==> config.mk <==
export PLATFORM = sky130hd
export DESIGN_NAME = mem_port_arbiter
export DESIGN_NICKNAME = d
export VERILOG_FILES = /design/src/rtl/mem_arb_pkg.sv /design/src/rtl/mem_arb_grant.sv /design/src/rtl/mem_port_arbiter.sv
export SDC_FILE = /design/constraint.sdc
export NUM_CORES = 1
export LEC_CHECK = 0
export ABC_AREA = 1
export BUFFER_PORTS_ARGS = -buffer_cell sky130_fd_sc_hd__buf_2
export CORE_AREA = 2 2 107 109
export CTS_CLUSTER_SIZE = 30
export DETAILED_ROUTE_END_ITERATION = 8
export DIE_AREA = 0 0 109 111
export HOLD_SLACK_MARGIN = 0.02
export MAX_ROUTING_LAYER = met4
export PLACE_DENSITY_LB_ADDON = 0.3
export SLEW_MARGIN = 40
export SYNTH_ARGS = -nofsm -noshare
export SYNTH_HDL_FRONTEND = slang
export SYNTH_SLANG_ARGS = --single-unit
==> constraint.sdc <==
create_clock -name clk -period 1.33 [get_ports clk]
set_input_delay 0.1995 -clock clk [delete_from_list [all_inputs] [get_ports clk]]
set_output_delay 0.1995 -clock clk [all_outputs]
set_load 0.02 [all_outputs]
==> src/rtl/mem_arb_pkg.sv <==
// Shared types and width helpers for the unified memory port arbiter.
// Used by the arbiter top and its grant sub-block.
package mem_arb_pkg;

  typedef enum logic {
    IDLE = 1'b0,
    BUSY = 1'b1
  } arb_state_e;

  typedef enum logic {
    OWN_IF = 1'b0,
    OWN_LS = 1'b1
  } owner_e;

  localparam int GNT_IF = 0;
  localparam int GNT_LS = 1;

  function automatic int cnt_w(input int lat);
    return $clog2(lat + 1);
  endfunction

  function automatic int starve_w(input int smax);
    return $clog2(smax + 1);
  endfunction

endpackage

==> src/rtl/mem_arb_grant.sv <==
// Fetch vs load/store priority select with a fetch starvation guard.
// Load/store wins unless a waiting fetch has been passed over too often.
module mem_arb_grant
  import mem_arb_pkg::*;
#(
  parameter int STARVE_MAX = 4
) (
  input  logic       clk,
  input  logic       reset,
  input  logic       if_valid,
  input  logic       ls_valid,
  input  logic       if_flush,
  input  logic       window,
  output logic [1:0] grant
);

  localparam int SW = starve_w(STARVE_MAX);
  localparam logic [SW-1:0] SMAX = SW'(STARVE_MAX);

  logic [SW-1:0] starve_cnt;
  logic          starved;
  logic          ls_win;
  logic          if_win;

  always_comb begin
    starved = (starve_cnt == SMAX) && if_valid;
    ls_win  = window && ls_valid && !starved;
    if_win  = window && !ls_win && if_valid && !if_flush;
    grant   = '0;
    grant[GNT_IF] = if_win;
    grant[GNT_LS] = ls_win;
  end

  // Counts load/store grants taken while a fetch is waiting.
  always_ff @(posedge clk) begin
    if (reset || !if_valid || if_win) begin
      starve_cnt <= '0;
    end else if (ls_win && starve_cnt != SMAX) begin
      starve_cnt <= starve_cnt + 1'b1;
    end
  end

endmodule

==> src/rtl/mem_port_arbiter.sv <==
// Shares one single-port memory between fetch and load/store ports.
// One transaction in flight; a new one may fire in the response cycle.
module mem_port_arbiter
  import mem_arb_pkg::*;
#(
  parameter int ADDR_W     = 32,
  parameter int DATA_W     = 32,
  parameter int MEM_LAT    = 2,
  parameter int STARVE_MAX = 4
) (
  input  logic                clk,
  input  logic                reset,
  input  logic                if_req_valid,
  output logic                if_req_ready,
  input  logic [ADDR_W-1:0]   if_req_addr,
  input  logic                if_flush,
  output logic                if_resp_valid,
  output logic [DATA_W-1:0]   if_resp_rdata,
  input  logic                ls_req_valid,
  output logic                ls_req_ready,
  input  logic [ADDR_W-1:0]   ls_req_addr,
  input  logic                ls_req_we,
  input  logic [DATA_W-1:0]   ls_req_wdata,
  input  logic [DATA_W/8-1:0] ls_req_be,
  output logic                ls_resp_valid,
  output logic [DATA_W-1:0]   ls_resp_rdata,
  output logic                mem_en,
  output logic                mem_we,
  output logic [ADDR_W-3:0]   mem_addr,
  output logic [DATA_W-1:0]   mem_wdata,
  output logic [DATA_W/8-1:0] mem_be,
  input  logic [DATA_W-1:0]   mem_rdata
);

  localparam int CW = cnt_w(MEM_LAT);
  localparam logic [CW-1:0] LAT = CW'(MEM_LAT);
  localparam logic [CW-1:0] ONE = CW'(1);

  arb_state_e    state;
  owner_e        owner;
  logic [CW-1:0] cnt;
  logic          squash;
  logic          is_store;
  logic          rst_q;

  logic          live;
  logic          resp_cyc;
  logic          window;
  logic [1:0]    grant;
  logic          fire_if;
  logic          fire_ls;
  logic          fire;
  logic          unused_addr_lsb;

  assign unused_addr_lsb = ^{if_req_addr[1:0], ls_req_addr[1:0]};

  // Outputs stay quiet in the reset cycle and the one after it.
  assign live     = !reset && !rst_q;
  assign resp_cyc = live && (state == BUSY) && (cnt == LAT);
  assign window   = live && ((state == IDLE) || resp_cyc);

  mem_arb_grant #(
    .STARVE_MAX (STARVE_MAX)
  ) u_grant (
    .clk      (clk),
    .reset    (reset),
    .if_valid (if_req_valid),
    .ls_valid (ls_req_valid),
    .if_flush (if_flush),
    .window   (window),
    .grant    (grant)
  );

  assign fire_if      = grant[GNT_IF];
  assign fire_ls      = grant[GNT_LS];
  assign fire         = fire_if || fire_ls;
  assign if_req_ready = fire_if;
  assign ls_req_ready = fire_ls;

  always_comb begin
    if_resp_valid = resp_cyc && (owner == OWN_IF) && !squash && !if_flush;
    ls_resp_valid = resp_cyc && (owner == OWN_LS);
    if_resp_rdata = if_resp_valid ? mem_rdata : '0;
    ls_resp_rdata = (ls_resp_valid && !is_store) ? mem_rdata : '0;
  end

  always_comb begin
    mem_en    = fire;
    mem_we    = 1'b0;
    mem_addr  = '0;
    mem_wdata = '0;
    mem_be    = '0;
    unique case (1'b1)
      fire_ls: begin
        mem_we    = ls_req_we;
        mem_addr  = ls_req_addr[ADDR_W-1:2];
        mem_wdata = ls_req_wdata;
        mem_be    = ls_req_be;
      end
      fire_if: begin
        mem_addr = if_req_addr[ADDR_W-1:2];
      end
      default: ;
    endcase
  end

  always_ff @(posedge clk) begin
    rst_q <= reset;
    if (reset) begin
      state    <= IDLE;
      owner    <= OWN_IF;
      cnt      <= '0;
      squash   <= 1'b0;
      is_store <= 1'b0;
    end else begin
      if (fire) begin
        state    <= BUSY;
        cnt      <= ONE;
        owner    <= fire_ls ? OWN_LS : OWN_IF;
        is_store <= fire_ls && ls_req_we;
      end else if (state == BUSY) begin
        if (cnt == LAT) begin
          state <= IDLE;
          cnt   <= '0;
        end else begin
          cnt <= cnt + ONE;
        end
      end
      // A redirect kills the in-flight fetch until its slot retires.
      if (resp_cyc) begin
        squash <= 1'b0;
      end else if (if_flush && state == BUSY && owner == OWN_IF) begin
        squash <= 1'b1;
      end
    end
  end

endmodule

**Word level (Yosys, flattened, before mapping)**

Cells that the tools add are included.

- Add/subtract/negate cells: 2
- $mul: 0
- Div/mod/pow operators: 0
- Order comparisons: 0
- Equality and inequality tests: 3
- Shifts and indexed selects: 0
- Mux-type cells: 13
- Bitwise gates (word level): 2
- Reduce and logical (&&, ||, !) cells: 34

Operators by type and width:

| kind | count |
|---|---|
| $mux 32 | 3 |
| $pmux 30 s2 | 1 |
| $logic_and 1x1->1 | 19 |
| $logic_not 1->1 | 8 |
| $mux 1 | 7 |
| $logic_or 1x1->1 | 4 |
| $mux 4 | 1 |
| $reduce_or 2->1 | 2 |
| $add 3x1->3 const B | 1 |
| $eq 3x3->1 const B | 1 |
| $ne 3x3->1 const B | 1 |
| $add 2x1->2 const B | 1 |
| $eq 2x2->1 const B | 1 |
| $mux 2 | 1 |
| $not 1->1 | 2 |
| $reduce_bool 2->1 | 1 |

- Register bits after elaboration: 10
- Bits in latches: 0
- Bits in writable memories: 0
- Bits in read-only memories: 0
- Output and inout bits: 136
- Word-level logic and storage cells: 62
- Memories kept: 0

**Logic depth before layout (Yosys ltp)**

Gate-level depths: netlist of run 1.

- Word-level depth: 14
- Gate-level depth with buffers: 9

**Hierarchy**

Synthesis of run 1 repeated with hierarchy kept, for this count alone.

- Cells, all modules: 300
- Area, all modules: 1569.0 um^2

By module, submodules not included:

| module | times used | cells each | area an instance (um^2) |
|---|---|---|---|
| mem_port_arbiter | 1 | 262 | 1335.0 |
| mem_arb_grant | 1 | 38 | 234.0 |

**Worst setup path before layout of run 1**

No wires, ideal clock.

- Path kind: register -> output
- From: register state
- To: output port ls_resp_rdata[10]
- Arrival time: 1500 ps
- Required time: 1131 ps
- Path slack: -369 ps
- Stages on the path, launching flop included: 6
- Buffers on the path: 1
- Cell sequence: dfxtp_1 > nand2_1 > nor4_4 > nand2_2 > buf_6 > nor2_1

- Cells in the longest elaborated chain, start to end: 5

Ends and longest elaborated chain:

| element | line | RTL |
|---|---|---|
| start, declared | mem_port_arbiter.sv:39 | `arb_state_e state;` |
| start signal, assigned | mem_port_arbiter.sv:110 | `state <= IDLE;` |
| start signal, assigned | mem_port_arbiter.sv:117 | `state <= BUSY;` |
| start signal, assigned | mem_port_arbiter.sv:123 | `state <= IDLE;` |
| $logic_and 1x1->1 (2 in series) | mem_port_arbiter.sv:59 | `assign resp_cyc = live && (state == BUSY) && (cnt == LAT);` |
| $logic_and 1x1->1 | mem_port_arbiter.sv:82 | `ls_resp_valid = resp_cyc && (owner == OWN_LS);` |
| net ls_resp_valid | mem_port_arbiter.sv:25 | `output logic ls_resp_valid,` |
| $logic_and 1x1->1 | mem_port_arbiter.sv:84 | `ls_resp_rdata = (ls_resp_valid && !is_store) ? mem_rdata : '0;` |
| $mux 32 | mem_port_arbiter.sv:84 |  |
| end, declared | mem_port_arbiter.sv:26 | `output logic [DATA_W-1:0] ls_resp_rdata,` |

The timed path passes the listed nets, and every way through them passes these cells.

**Final worst setup path of run 1**

- From: register state
- To: output port mem_addr[29]

- Cells in the longest elaborated chain, start to end: 11

Ends and longest elaborated chain:

| element | line | RTL |
|---|---|---|
| $logic_and 1x1->1 (2 in series) | mem_port_arbiter.sv:59 |  |
| $logic_or 1x1->1 * | mem_port_arbiter.sv:60 | `assign window = live && ((state == IDLE) \|\| resp_cyc);` |
| $logic_and 1x1->1 * | mem_port_arbiter.sv:60 |  |
| $logic_and 1x1->1 (2 in series) | mem_arb_grant.sv:27 | `ls_win = window && ls_valid && !starved;` |
| $logic_not 1->1 | mem_arb_grant.sv:28 | `if_win = window && !ls_win && if_valid && !if_flush;` |
| $logic_and 1x1->1 (3 in series) | mem_arb_grant.sv:28 |  |
| $pmux 30 s2 * | mem_port_arbiter.sv:93 | `unique case (1'b1)` |
| end, declared | mem_port_arbiter.sv:29 | `output logic [ADDR_W-3:0] mem_addr,` |

Mark *: on every way between the ends. The rest lies on a longest branch, timed or not.

==> out/metrics.yaml, run 1 <==
outcome:
  violations: "negative setup slack"
  status: "finished with violations"
cells_and_area:
  fillers: 958
  final_area_sq_mm: 0.00599
  layout-drive-gt1-share_pct: 83.2
  regArea_sq_um: 214
  multi_input_area_sq_mm: 0.00237
  nets: 802
  final_cell_mix: "buf_2 (140), nor2_4 (100), buf_6 (82)"
  mostFrequentLayoutCell: "buf_2"
  finalNonFillerCells: 806
  areaGrowthSynthToFinish_pct: 265
power_and_ir_drop:
  p_seq_share_pct: 16.8
  leakage_uw: 0.00319
  intPower_uw: 1240
  clkPwrFrac_pct: 30.1
  combPwrFrac_pct: 53.1
  sw_frac_of_total_pct: 36.7
  vdd_drop_max_mv: 0.325
  p_sw_uw: 720
  power_density_mw_per_mm2: 328
  p_total_uw: 1960
sta:
  tightestPinTransition_ps: 284
  worst_slack_ps: -520
  finalHoldViolCount: 0
  finalSetupViolCount: 144
  finalClockSkew_ps: 0.775
  period_needed_ps: 1850
  slew_violations: 0
  max_slew_margin_pct: 80.9
  rsz0062_at_grt: "yes"
  finalCritPeriodShare_pct: 139
  fmax_ghz: 0.541
place:
  place_area_sq_mm: 0.00465
  dp_slack_ps: -352
  io_buffers: 269
  dp.cells: 775
  routabilityCongestion: 0.799
  hpwlAfterDp_mm: 7.59
drt:
  via_per_inst: 4.08
  drc: 0
  drtIter0Drc: 96
  detail_route.wl_per_cell_um: 13.6
  totalWireLength_mm: 11.0
  final_antenna_net_count: 0
  num_vias: 3289
  dr.pass1.iters: 4
global_route:
  grt_pass1_vias: 3344
  grt-ovfl-total: 0
  grtUsageTotal_pct: 16.3
  grt_pass1_wl_mm: 15.5
  antenna_found_initial: 2
  grt_max_degree: 22
worst_setup_path:
  critPathArrivalTime_ps: 1650
  worstPathRequired_ps: 1130
  reg2reg_slack_ps: -150
  cp_max_fo: 6
  path_class: "reg2out"
  cp-start-kind: "flop"
  worstSetupEndpointType: "primary output"
clocking:
  numCtsBuffers: 3
  tritoncts: "yes"
  cts_root_buffer: "clkbuf_16"
  cts_sinks: 10
  cts_max_level: 1
  path_clk_slew_ps: 40
  clock_latency_ps: 230
  clk_path_buf_depth: 2
floorplanning:
  die-width_um: 109
  chipHeight_um: 111
  fp-row-count: 39
  initial_core_util_pct: 14.8
  pin_count: 274
  fp.coreArea_sq_mm: 0.0111
  die_area_sq_mm: 0.0121
min_path:
  hold_class: "in2reg"
logic_synthesis:
  yosysUniqueCellTypes: 19
  yosysWarnings: 0
  syn_area_sq_mm: 0.00164
  syn-mean-instance-area_sq_um: 4.70
  synth_seq_area_share_pct: 12.2
  syn_inst: 349
  synth-seq-cells: 10
  synth_nets: 489
flow_run:
  maxCapViolCount: 0
[Yosys cell counts (all sizes together)]
cell	n	area share (%)
o21ai	1	0.30
nand3	9	2.7
dfxtp	10	12
a31oi	2	0.76
nor3	4	1.5
xor2	1	0.53
nand2	108	25
nor4	1	1.3
inv	81	19
nor2	107	26
ha	2	1.5
a21oi	6	1.8
buf	17	7.9
[worst max-delay path, cell delays in order, from the launching register on]
cell and delay, ps:
dfxtp_4 360, nand2_1 140, nand2_2 90, nor2_4 120, nand3_4 110, inv_8 100
buf_12 110, buf_12 130, nand2_4 60, nand2_4 60, buf_6 120
[routing by layer]
layer  global-route usage [%]  vias up  routed length [um]
met5                        -        -                   0
met4                     5.38        0                 316
met3                     1.94       22                 670
met2                     31.9      158                6200
met1                     16.2     1495                3770
li1                         -     1614                   -
[path summary, 6_finish.rpt]
path                    startpoint      endpoint  cells after the start
max                          state  mem_addr[29]                     10
min                          reset         rst_q                      2
max reg2reg  u_grant.starve_cnt[0]        cnt[0]                     11
min reg2reg               is_store      is_store                      2
[cell families (layout without fill, tap and decap cells)]
group	Yosys count	after routing	share of synthesized area, %
compound gates	9	9	2.90
xor+xnor	1	1	0.534
fa+ha+maj	2	2	1.52
buf+inv	98	410	26.4
flops	10	10	12.2
other cells	0	2	0
simple gates	229	229	56.4
[metrics by stage]
step,setup TNS (ps),hold WS (ps),util [%]
final,-58300,285,54.0
after global routing,-70490,291,54.0
after CTS,-58440,283,51.1
after detailed placement,-32660,490,42.0
after global placement,-29530,490,42.0
after floorplan,-12970,227,-
[power groups by stage]
stage | sequential, uW | clock, uW | combinational [uW]
final | 330 | 591 | 1040
after floorplan | 333 | 0 | 485
after global placement | 333 | 0 | 834
after CTS | 330 | 603 | 991
after detailed placement | 333 | 0 | 850
after global routing | 332 | 628 | 1110
[state kept, by name (all words and copies together) (netlist names)]
signal / flops
rst_q: 1
squash: 1
state: 1
owner: 1
u_grant.starve_cnt: 3
is_store: 1
cnt: 2
[repair_timing]
item | in CTS | in global routing
resized for setup | 220 | 40
buffers inserted | 11 | 2
endpoints found under the setup margin | 139 | 144
pin swaps | 30 | 10
gates cloned | 6 | 7
hold buffers | 0 | 0
[layout make-up]
type | count | share of cell area [%]
inverters | 81 | 5.33
flip-flops and latches | 10 | 3.57
well taps | 143 | 2.99
multi-input cells | 241 | 39.6
repair buffers | 325 | 46.9
clock buffers | 4 | 1.48
diodes | 2 | 0.0836
No activity file was read; power rests on OpenSTA's default activity.
==> run 2, diff against run 1 <==
ABC_CLOCK_PERIOD_IN_PS = 1330   (was not set)
BUFFER_PORTS_ARGS = -buffer_cell sky130_fd_sc_hd__clkbuf_2   (was -buffer_cell sky130_fd_sc_hd__buf_2)
==> run 2 against run 1 <==
The flow still finishes with violations (negative setup slack). Utilization is 8.4 points higher. Power increased by 11%. Count of clock-buffer cells in the layout unchanged. Critical path type unchanged. Largest cell class unchanged. Largest power group unchanged.
==> out/metrics.yaml, run 2 (same netlist as run 1, synthesis figures left out) <==
cells_and_area:
  layout-drive-gt1-share_pct: 85.3  # was 83.2%
  fillers: 830  # was 958
  finalNonFillerCells: 811  # was 806
  areaGrowthSynthToFinish_pct: 321  # was 265%
  final_cell_mix: "clkbuf_2 (133), buf_8 (118), nor2_4 (104)"  # was buf_2 (140), nor2_4 (100), buf_6 (82)
  biggestRegsByFlops: "u_grant.starve_cnt x3, cnt x2"  # unchanged
  largest-register: "u_grant.starve_cnt"  # unchanged
  final_area_sq_mm: 0.00692  # was 0.00599 sq mm
  multi_input_area_sq_mm: 0.00253  # was 0.00237 sq mm
  mostFrequentLayoutCell: "clkbuf_2"  # was buf_2
  nets: 809  # was 802
  regArea_sq_um: 210  # was 214 sq um
  diodes: 0  # was 2
  largest_register_ffs: 3  # unchanged
drt:
  drc: 0  # unchanged
  dr.pass1.iters: 4  # unchanged
  drtIter0Drc: 95  # was 96
  via_per_inst: 4.17  # was 4.08
  detail_route.wl_per_cell_um: 14.8  # was 13.6 um
  totalWireLength_mm: 12.0  # was 11.0 mm
  final_antenna_net_count: 0  # unchanged
  num_vias: 3385  # was 3289
outcome:
  status: "finished with violations"  # unchanged
  violations: "negative setup slack"  # unchanged
power_and_ir_drop:
  power_density_mw_per_mm2: 314  # was 328 mW/mm^2
  leakage_uw: 0.00355  # was 0.00319 uW
  vdd_drop_max_mv: 0.365  # was 0.325 mV
  p_total_uw: 2170  # was 1960 uW
worst_setup_path:
  cp_max_fo: 6  # unchanged
  worstReg2RegEnd: "u_grant.starve_cnt[0]"  # was cnt[0]
  cp-start-kind: "flop"  # unchanged
  reg2reg_slack_ps: -250  # was -150 ps
  timing.rr.start: "u_grant.starve_cnt[1]"  # was u_grant.starve_cnt[0]
  max_stage_delay_ps: 350  # was 360 ps
  worstPathRequired_ps: 1130  # about the same
  worstSetupEndpointType: "primary output"  # unchanged
  rr_worst_depth: 10  # was 11
  critPathArrivalTime_ps: 1680  # was 1650 ps
  cpLargestDelayFamily: "buffers and inverters"  # was simple AND/OR/NAND/NOR gates
  path_cells: "buf_4 > nor3_4 > nand2_4 > buf_12 > buf_16 > nor2_4 > buf_8"  # was nand2_1 > nand2_2 > nor2_4 > nand3_4 > inv_8 > buf_12 > buf_12 > nand2_4 > nand2_4 > buf_6
  worst_path_max_delay_cell: "dfxtp_2"  # was dfxtp_4
  path_class: "reg2out"  # unchanged
  critPathBufInv: 4  # unchanged
  critPathLaunch: "cnt[0]"  # was state
sta:
  tightestPinTransition_ps: 284  # about the same
  tns_ps: -64120  # was -58300 ps
  finalCritPeriodShare_pct: 141  # was 139%
  finalSetupViolCount: 144  # unchanged
  rsz0062_at_grt: "yes"  # unchanged
  worst_slack_ps: -550  # was -520 ps
  finalClockSkew_ps: 3.29  # was 0.775 ps
  finalHoldViolCount: 0  # unchanged
  max_slew_margin_pct: 80.9  # about the same
  period_needed_ps: 1880  # was 1850 ps
  fmax_ghz: 0.532  # was 0.541 GHz
  slew_violations: 0  # unchanged
global_route:
  grt_pass1_vias: 3522  # was 3344
  grtUsageTotal_pct: 18.1  # was 16.3%
  grt_max_degree: 15  # was 22
  antenna_found_initial: 0  # was 2
  grt-ovfl-total: 0  # unchanged
  grt_pass1_wl_mm: 17.0  # was 15.5 mm
clocking:
  numCtsBuffers: 3  # unchanged
  cts_root_buffer: "clkbuf_16"  # unchanged
  cts_max_level: 1  # unchanged
  cts_hold_buffers: 0  # unchanged
  clock_latency_ps: 250  # was 230 ps
  path_clk_slew_ps: 40  # about the same
  tritoncts: "yes"  # unchanged
  cts_sinks: 10  # unchanged
  clk_path_buf_depth: 2  # unchanged
place:
  hpwlAfterDp_mm: 7.57  # was 7.59 mm
  dp_slack_ps: -295  # was -352 ps
  routabilityCongestion: 0.767  # was 0.799
  io_buffers: 269  # unchanged
  dp.cells: 776  # was 775
  place_area_sq_mm: 0.00467  # was 0.00465 sq mm
flow_run:
  maxCapViolCount: 0  # unchanged
min_path:
  hold_depth: 4  # was 2
  min_to: "is_store"  # was rst_q
  hold_class: "in2reg"  # unchanged
  min_from: "ls_req_we"  # was reset
floorplanning:
  pin_count: 274  # unchanged
  fp.coreArea_sq_mm: 0.0111  # unchanged
  initial_core_util_pct: 14.8  # unchanged
  die_area_sq_mm: 0.0121  # unchanged
  fp-row-count: 39  # unchanged
  die-width_um: 109  # unchanged
  chipHeight_um: 111  # unchanged
[run 2: changes by cell type in the layout (fill, tap and decap cells not counted), moves of 4 or more]
cell and delta:
clkbuf_8 +4, nand2_2 -14, nand2_4 +16, a21oi_2 +4, buf_12 +10, buf_8 +116
buf_6 -57, buf_2 -140, a21oi_1 -4, clkbuf_2 +133, nor2_4 +4, buf_4 -54
[run 2: area by class of cell]
type	instances	area share, %
well taps	143	2.59
multi-input cells	241	36.6
repair buffers	332	51.9
flip-flops and latches	10	3.04
inverters	81	4.61
clock buffers	4	1.28
[run 2: how the worst max path moves through the flow]
stage / endpoint / cells after the start / slack [ps]
after detailed placement: mem_wdata[30] / 9 / -290
after CTS: mem_addr[1] / 11 / -550
final: if_resp_rdata[18] / 7 / -550
after global placement: mem_addr[29] / 10 / -260
after global routing: mem_addr[29] / 11 / -610
after floorplan: ls_resp_rdata[10] / 7 / -270
[run 2: per-stage QoR]
step | hold WS [ps] | util, %
CTS | 285 | 58.4
global route | 290 | 62.5
floorplan | 227 | -
detailed placement | 505 | 42.2
global placement | 496 | 42.2
finish | 283 | 62.5
[run 2: worst min-delay path, stage by stage]
cell      delay [ps]
clkbuf_2         100
nand2_4           60
buf_6             80
a21oi_2           30
[run 2: what timing repair did]
| item | 4_1_cts | 5_1_grt |
|---|---|---|
| resized for setup | 297 | 199 |
| pin swaps | 44 | 40 |
| gates cloned | 7 | 3 |
| setup endpoints to repair | 144 | 144 |
| buffers inserted | 19 | 10 |
[run 2: where the power goes]
group / internal (uW) / total, uW / switching, uW
clock: 454 / 619 / 165
sequential: 316 / 336 / 20.3
combinational: 585 / 1210 / 629
total: 1350 / 2170 / 814
[run 2: per-layer routing]
| layer | routed length (um) | GRT usage, % | part of all wire, % | vias to the layer above |
|---|---|---|---|---|
| li1 | - | - | - | 1630 |
| met1 | 3950 | 17.7 | 33 | 1563 |
| met2 | 6870 | 35.5 | 57 | 167 |
| met3 | 810 | 2.35 | 6.7 | 25 |
| met4 | 408 | 6.32 | 3.4 | 0 |
| met5 | 0 | - | 0 | - |
==> run 3, diff against run 2 <==
ABC_CLOCK_PERIOD_IN_PS = 2200   (was 1330)
CORE_AREA = 2 2 106 108   (was 2 2 107 109)
DIE_AREA = 0 0 108 110   (was 0 0 109 111)
clock period = 2.2 ns   (was 1.33 ns; I/O delays follow)
==> run 3 against run 2 <==
The run now ends clean. Sequential share of layout area is 3.2 points higher. Die area is 1.8% lower. Via count is 19% lower. Non-clock buffer count is 56 lower. Utilization is 33 points lower. Count of clock-buffer cells in the layout stayed put. Sequential cell count stayed put. Hold slack better by 67 ps. Wire length is 44% lower. Largest cell class unchanged.
==> out/metrics.yaml, run 3 (same netlist as run 1, synthesis figures left out) <==
worst_setup_path:
  worstReg2RegEnd: "cnt[0]"  # was u_grant.starve_cnt[0]
  cpLargestDelayFamily: "buffers and inverters"  # unchanged
  critPathBufInv: 4  # unchanged
  path_cells: "inv_1 > ha_1 > nand3_1 > nand2_2 > inv_1 > nand2_2 > buf_8 > nand2_1 > clkbuf_2"  # was buf_4 > nor3_4 > nand2_4 > buf_12 > buf_16 > nor2_4 > buf_8
  worst_path_max_delay_cell: "dfxtp_1"  # was dfxtp_2
  rr_worst_depth: 10  # unchanged
  cp_max_fo: 40  # was 6
  cp-start-kind: "flop"  # unchanged
  max_stage_delay_ps: 320  # was 350 ps
  worstPathRequired_ps: 1870  # was 1130 ps
  path_class: "reg2out"  # unchanged
  reg2reg_slack_ps: 690  # was -250 ps
  worstSetupEndpointType: "primary output"  # unchanged
  timing.rr.start: "u_grant.starve_cnt[0]"  # was u_grant.starve_cnt[1]
  critPathArrivalTime_ps: 1680  # about the same
cells_and_area:
  mostFrequentLayoutCell: "clkbuf_2"  # unchanged
  biggestRegsByFlops: "u_grant.starve_cnt x3, cnt x2"  # unchanged
  areaGrowthSynthToFinish_pct: 95.0  # was 321%
  layout-drive-gt1-share_pct: 47.5  # was 85.3%
  final_cell_mix: "clkbuf_2 (268), nand2_1 (105), nor2_1 (104)"  # was clkbuf_2 (133), buf_8 (118), nor2_4 (104)
  diodes: 0  # unchanged
  largest_register_ffs: 3  # unchanged
  final_area_sq_mm: 0.00320  # was 0.00692 sq mm
  largest-register: "u_grant.starve_cnt"  # unchanged
  finalNonFillerCells: 752  # was 811
  nets: 753  # was 809
  fin_util_pct: 29.9  # was 62.5%
clocking:
  cts_max_level: 1  # unchanged
  cts_hold_buffers: 0  # unchanged
  numCtsBuffers: 3  # unchanged
  clock_latency_ps: 240  # was 250 ps
  cts_root_buffer: "clkbuf_8"  # was clkbuf_16
  clk_path_buf_depth: 2  # unchanged
  path_clk_slew_ps: 50  # was 40 ps
  cts_setup_buffers: 0  # was 19
  cts_sinks: 10  # unchanged
  tritoncts: "yes"  # unchanged
drt:
  drtIter0Drc: 102  # was 95
  detail_route.wl_per_cell_um: 8.92  # was 14.8 um
  final_antenna_net_count: 0  # unchanged
  dr.pass1.iters: 4  # unchanged
  totalWireLength_mm: 6.71  # was 12.0 mm
  via_per_inst: 3.66  # was 4.17
  drc: 0  # unchanged
  num_vias: 2751  # was 3385
min_path:
  min_from: "ls_req_we"  # unchanged
  hold_depth: 3  # was 4
  min_to: "is_store"  # unchanged
  hold_class: "in2reg"  # unchanged
floorplanning:
  die_area_sq_mm: 0.0119  # was 0.0121 sq mm
  initial_core_util_pct: 15.3  # was 14.8%
  fp.coreArea_sq_mm: 0.0107  # was 0.0111 sq mm
  pin_count: 274  # unchanged
  fp-row-count: 38  # was 39
  chipHeight_um: 110  # was 111 um
  die-width_um: 108  # was 109 um
place:
  dp.cells: 747  # was 776
  io_buffers: 269  # unchanged
  dp_slack_ps: 238  # was -295 ps
  routabilityCongestion: 0.744  # was 0.767
  place_area_sq_mm: 0.00310  # was 0.00467 sq mm
  hpwlAfterDp_mm: 5.55  # was 7.57 mm
power_and_ir_drop:
  leakage_uw: 0.00233  # was 0.00355 uW
  power_density_mw_per_mm2: 241  # was 314 mW/mm^2
  vdd_drop_max_mv: 0.151  # was 0.365 mV
sta:
  finalClockSkew_ps: 2.31  # was 3.29 ps
  worst_slack_ps: 187  # was -550 ps
  rsz0062_at_grt: "no"  # was yes
  period_needed_ps: 2010
  tns_ps: 0  # was -64120 ps
  slew_violations: 0  # unchanged
  fmax_ghz: 0.497
  finalSetupViolCount: 0  # was 144
  finalHoldViolCount: 0  # unchanged
  max_slew_margin_pct: 78.7  # was 80.9%
  tightestPinTransition_ps: 319  # was 284 ps
  finalCritPeriodShare_pct: 91.5
global_route:
  grt_pass1_vias: 2206  # was 3522
  grt-ovfl-total: 0  # unchanged
  grt_max_degree: 41  # was 15
  grtUsageTotal_pct: 10.1  # was 18.1%
  grt_pass1_wl_mm: 9.65  # was 17.0 mm
  antenna_found_initial: 0  # unchanged
outcome:
  status: "completed"  # was finished with violations
flow_run:
  maxCapViolCount: 0  # unchanged
run 3: timing repair:
| action | 4_1_cts | 5_1_grt |
|---|---|---|
| gates cloned | 0 | 1 |
| setup endpoints to repair | 1 | 35 |
| gates resized for setup | 1 | 5 |
run 3: layout make-up:
class                      count  area [sq um]
fill                        1275          7500
timing repair buffer         276          1450
multi-input combinational    241          1010
inverter                      81           304
sequential                    10           200
tap                          140           175
clock buffer                   4          55.1
run 3: how the worst max path moves through the flow:
stage,cells past startpoint,start,endpoint,slack (ps)
floorplan,7,reset,ls_resp_rdata[10],310
global placement,9,u_grant.starve_cnt[0],mem_en,240
detailed placement,9,u_grant.starve_cnt[0],mem_en,240
CTS,9,u_grant.starve_cnt[0],mem_en,70
global route,9,u_grant.starve_cnt[0],mem_wdata[10],10
finish,9,u_grant.starve_cnt[0],mem_en,190
run 3: worst register-to-register path, delay by kind of cell, from the launching register on:
family / cells / cell delay, ps
flops: 1 / 320
fa+ha+maj: 1 / 160
buf+inv: 3 / 380
simple gates: 6 / 560
run 3: metal layers:
layer / GRT usage [%] / share of wire, % / vias to the layer above
li1: - / - / 1506
met1: 10.8 / 37 / 1115
met2: 19.5 / 53 / 130
met3: 2.29 / 10 / 0
met4: 0.824 / 0 / 0
met5: - / 0 / -
run 3: stage by stage:
stage	hold slack [ps]	power, uW
2_1_floorplan	358	368
3_3_place_gp	473	538
3_5_place_dp	482	539
4_1_cts	348	779
5_1_grt	355	834
6_report	350	772
run 3: where the power goes:
| part | switching [uW] | total (uW) | internal [uW] |
|---|---|---|---|
| clock network | 77.7 | 235 | 158 |
| logic | 186 | 339 | 153 |
| registers | 8.47 | 198 | 190 |
| total | 272 | 772 | 501 |
